**src/rtl/oser_tx.sv**
```systemverilog
// Parallel-to-serial transmitter: double-buffered word intake over valid/ready, one bit per enabled edge on Q.
// Define OSER_PARITY_EN to append an even-parity bit to every frame (frame length DATA_WIDTH+1).
module oser_tx #(
  parameter int DATA_WIDTH    = 8,
  parameter bit MSB_FIRST     = 1'b1,
  parameter bit IS_C_INVERTED = 1'b0,
  parameter bit INIT          = 1'b0
) (
  input  logic                  C,
  input  logic                  CLR_N,
  input  logic                  CE,
  input  logic [DATA_WIDTH-1:0] D,
  input  logic                  D_VALID,
  output logic                  D_READY,
  output logic                  Q,
  output logic                  Q_FRAME,
  output logic                  Q_LAST
);

`ifdef OSER_PARITY_EN
  localparam int N = DATA_WIDTH + 1;
`else
  localparam int N = DATA_WIDTH;
`endif
  localparam int              CNT_W = (N > 1) ? $clog2(N) : 1;
  localparam logic [CNT_W-1:0] LAST = CNT_W'(N - 1);

  typedef enum logic {IDLE = 1'b0, SHIFT = 1'b1} state_t;

  state_t                state, state_n;
  logic [CNT_W-1:0]      cnt, cnt_n;
  logic [N-1:0]          shreg, shreg_n;
  logic [DATA_WIDTH-1:0] hold, hold_n;
  logic                  hold_full, hold_full_n;
  logic                  q_n, q_frame_n, q_last_n;
  logic                  accept;
  logic                  clk_act;

  // Frame bit N-1 is always the first bit on the wire; parity (if any) sits at bit 0.
  function automatic logic [N-1:0] build_frame(input logic [DATA_WIDTH-1:0] word);
    logic [DATA_WIDTH-1:0] ordered;
    for (int i = 0; i < DATA_WIDTH; i++)
      ordered[i] = MSB_FIRST ? word[i] : word[DATA_WIDTH-1-i];
`ifdef OSER_PARITY_EN
    return {ordered, ^word};
`else
    return ordered;
`endif
  endfunction

  assign clk_act = C ^ IS_C_INVERTED;
  assign D_READY = ~hold_full;
  assign accept  = D_VALID & ~hold_full & CE;

  // State register: control and outputs reset, data registers do not.
  always_ff @(posedge clk_act or negedge CLR_N) begin
    if (!CLR_N) begin
      state     <= IDLE;
      cnt       <= '0;
      hold_full <= 1'b0;
      Q         <= INIT;
      Q_FRAME   <= 1'b0;
      Q_LAST    <= 1'b0;
    end else if (CE) begin
      state     <= state_n;
      cnt       <= cnt_n;
      hold_full <= hold_full_n;
      Q         <= q_n;
      Q_FRAME   <= q_frame_n;
      Q_LAST    <= q_last_n;
    end
  end

  always_ff @(posedge clk_act) begin
    if (CE) begin
      shreg <= shreg_n;
      hold  <= hold_n;
    end
  end

  // Next-state logic
  always_comb begin
    state_n     = state;
    cnt_n       = cnt;
    shreg_n     = shreg;
    hold_n      = hold;
    hold_full_n = hold_full;
    case (state)
      IDLE: begin
        if (accept) begin
          state_n = SHIFT;
          cnt_n   = '0;
          shreg_n = build_frame(D);
        end
      end
      SHIFT: begin
        if (cnt != LAST) begin
          cnt_n   = cnt + 1'b1;
          shreg_n = {shreg[N-2:0], 1'b0};
          if (accept) begin
            hold_n      = D;
            hold_full_n = 1'b1;
          end
        end else if (hold_full) begin
          cnt_n       = '0;
          shreg_n     = build_frame(hold);
          hold_full_n = accept;
          if (accept)
            hold_n = D;
        end else if (accept) begin
          // Nothing held: the new word goes straight to the shifter with no idle bit.
          cnt_n   = '0;
          shreg_n = build_frame(D);
        end else begin
          state_n = IDLE;
        end
      end
      default: state_n = IDLE;
    endcase
  end

  // Output logic: registered outputs follow the next state
  always_comb begin
    q_n       = INIT;
    q_frame_n = 1'b0;
    q_last_n  = 1'b0;
    if (state_n == SHIFT) begin
      q_n       = shreg_n[N-1];
      q_frame_n = 1'b1;
      q_last_n  = (cnt_n == LAST);
    end
  end

endmodule

```
**config.mk**
```make
export PLATFORM = sky130hd
export DESIGN_NAME = oser_tx
export DESIGN_NICKNAME = d
export VERILOG_FILES = /design/src/rtl/oser_tx.sv
export SDC_FILE = /design/constraint.sdc
export NUM_CORES = 1
export LEC_CHECK = 0
export ABC_AREA = 1
export BUFFER_PORTS_ARGS = -buffer_cell sky130_fd_sc_hd__buf_2
export CAP_MARGIN = 5
export CORE_ASPECT_RATIO = 1.25
export CORE_MARGIN = 2
export CORE_UTILIZATION = 59
export DETAILED_ROUTE_END_ITERATION = 12
export HOLD_SLACK_MARGIN = 0.03
export PLACE_DENSITY = 0.9
export SLEW_MARGIN = 20
export SYNTH_ARGS = -nofsm -noshare
export SYNTH_HDL_FRONTEND = slang
export SYNTH_SLANG_ARGS = --single-unit
```
**constraint.sdc**
```tcl
create_clock -name C -period 2.5 [get_ports C]
set_input_delay 0.125 -clock C [delete_from_list [all_inputs] [get_ports C]]
set_output_delay 0.125 -clock C [all_outputs]
set_load 0.005 [all_outputs]
```
==> metrics.csv <==
metric,value,unit
Mean Syn Cell Area,9.19,sq um
CP Cell Sequence,ha_1 -> ha_1 -> inv_1 -> nand2_2 -> nand2_2 -> nand2_1 -> inv_1,
Worst-Margin Slew,0.395,ns
Antenna diodes,0,
CTS root buffer,clkbuf_4,
LEAKAGE,0.617,nW
Clock Skews,0.00992,ns
Critical Path Max Stage Delay,0.41,ns
CP max stage cell,dfrtp_1,
CP Buf/Inv Count,2,
FMAX,525,MHz
setup bufs post-CTS,0,
max cap viols,0,
DIE WIDTH,43.1,um
DR DRC count,0,
Syn Inst Count,123,
Post-Syn Area,1130,sq um
Post-Route WL,2.42,mm
unrepaired setup endpoints after global routing,no,
TNS Setup,0,ns
Post-CTS Resized,0,
Slew Limit Fails,0,
Initial DRT Pass Iterations,4,
crit path max fanout,9,
drt via density,5.69,
vias in the first global route,950,
CTS Buffer Depth,2,
PortBufs,15,
first-pass GRT wire length,4.02,mm
DP Worst Slack,0.631,ns
crit path capture type,register,
Num CTS Buffers,3,
Area Overhead vs Synth,18.4,%
Iter 0 DRT Violations,43,
initial antenna violation count,0,
CTS H-Tree Depth,1,
chip height,52.9,um
status,"complete, no violations",
net count after synthesis,137,
number of synthesized register bits,23,
Nets,165,
"Seq/Total Area, Yosys",0.580,
final hold vios,0,
Ports,16,
startpoint type of the worst setup path,register,
WP data required,2.49,ns
Total GRT Usage,0.241,
Post-DRT Antenna Nets,0,
area of the die,2280,sq um
Wirelength per Cell,14.3,um
Pwr Density,813,nW/um^2
Ys Warns,0,
Starting Density,0.632,
critical path arrival,1.90,ns
Clock transition at path regs,0.12,ns
Crit path max-delay family,buffers and inverters,
# rows,17,
clock sinks,23,
"commonest non-fill, non-tap cell in the layout",nand2_1,
Crit Path Class,reg2reg,
CORE AREA,1790,sq um
largest net degree at the start of global routing,18,
crit path time final,1.91,ns
TritonCTS clock tree,yes,
final setup violation count,0,
synth unique cells,19,
placed inst area,1220,sq um
via count,961,
HP Class,in2async,
post-route cell area,1340,sq um
layout cells sized above 1,0.193,
setup ws final,0.594,ns
most frequent cells in the layout,"nand2_1 (30), nor2_1 (21), edfxtp_1 (16)",
Max VDD drop,483,uV
Overflow after GRT,0,
clk_lat worst skew,0.31,ns
HPWL Detailed,1.80,mm
gpl congestion,0.826,
Slew HR,0.736,
"Period Utilization, post-route",0.762,
final timing paths:
kind / startpoint / end / slack [ns] / cells after the start
hold / removal: CLR_N / Q / 0.14 / 2
max in group asynchronous: CLR_N / cnt[1] / 2.20 / 2
min in group C: CE / shreg[7] / 0.25 / 1
setup reg to reg: cnt[0] / hold[0] / 0.59 / 7
hold reg to reg: Q / Q / 0.50 / 2
setup / recovery: cnt[0] / hold[0] / 0.59 / 7
layout make-up:
class,count,area [sq um]
sequential,23,656
timing repair buffer,24,165
fill,123,449
clock buffer,4,26.3
multi-input combinational,83,407
inverter,16,60.1
tap,19,23.8
where the power goes:
group          internal, mW  leakage (nW)  total, mW  switching, mW
logic                 0.130         0.367      0.352          0.221
registers             0.504         0.235      0.567         0.0624
clock network        0.0624        0.0150      0.169          0.106
total                 0.697         0.617       1.09          0.390
layer usage:
layer	part of all wire	vias up	global-route usage	routed length, um
met1	0.38	460	0.277	918
met4	0.021	0	0.126	50
met3	0.050	7	0.0341	122
li1	-	456	-	-
met2	0.55	38	0.430	1330
met5	0	-	0	0
logic make-up after synthesis:
family	share of synthesized area
flip-flops	0.580
AO/OA/AOI/OAI	0.0498
buffers and inverters	0.0598
adder cells (fa/ha/maj)	0.0221
AND/OR/NAND/NOR	0.288
synthesized netlist by cell type (all sizes together):
cell | n | area (sq um)
nand4 | 2 | 12.5
dfrtp | 7 | 175
ha | 2 | 25.0
nor2 | 24 | 108
a21oi | 1 | 5.00
nand3 | 11 | 67.6
nand2 | 34 | 138
inv | 16 | 60.1
o31ai | 1 | 7.51
buf | 1 | 7.51
o21ai | 8 | 43.8
edfxtp | 16 | 480
registers in the layout (all words and copies together) (netlist names):
name / cells
Q: 1
Q_FRAME: 1
Q_LAST: 1
cnt: 3
hold: 8
hold_full: 1
shreg: 8
stage by stage:
stage	util	std cells	hold slack [ns]	power, mW
2_1_floorplan	-	123	-0.171	0.798
3_3_place_gp	0.683	156	-0.0396	0.883
3_5_place_dp	0.683	156	-0.0376	0.910
4_1_cts	0.749	169	0.152	1.08
5_1_grt	0.749	169	0.161	1.15
6_report	0.749	169	0.143	1.09
timing repair:
action,4_1_cts,5_1_grt
setup endpoints to repair,0,0
hold buffers,9,0
endpoints found under the hold margin,15,0
No activity file was read; power rests on OpenSTA's default activity.
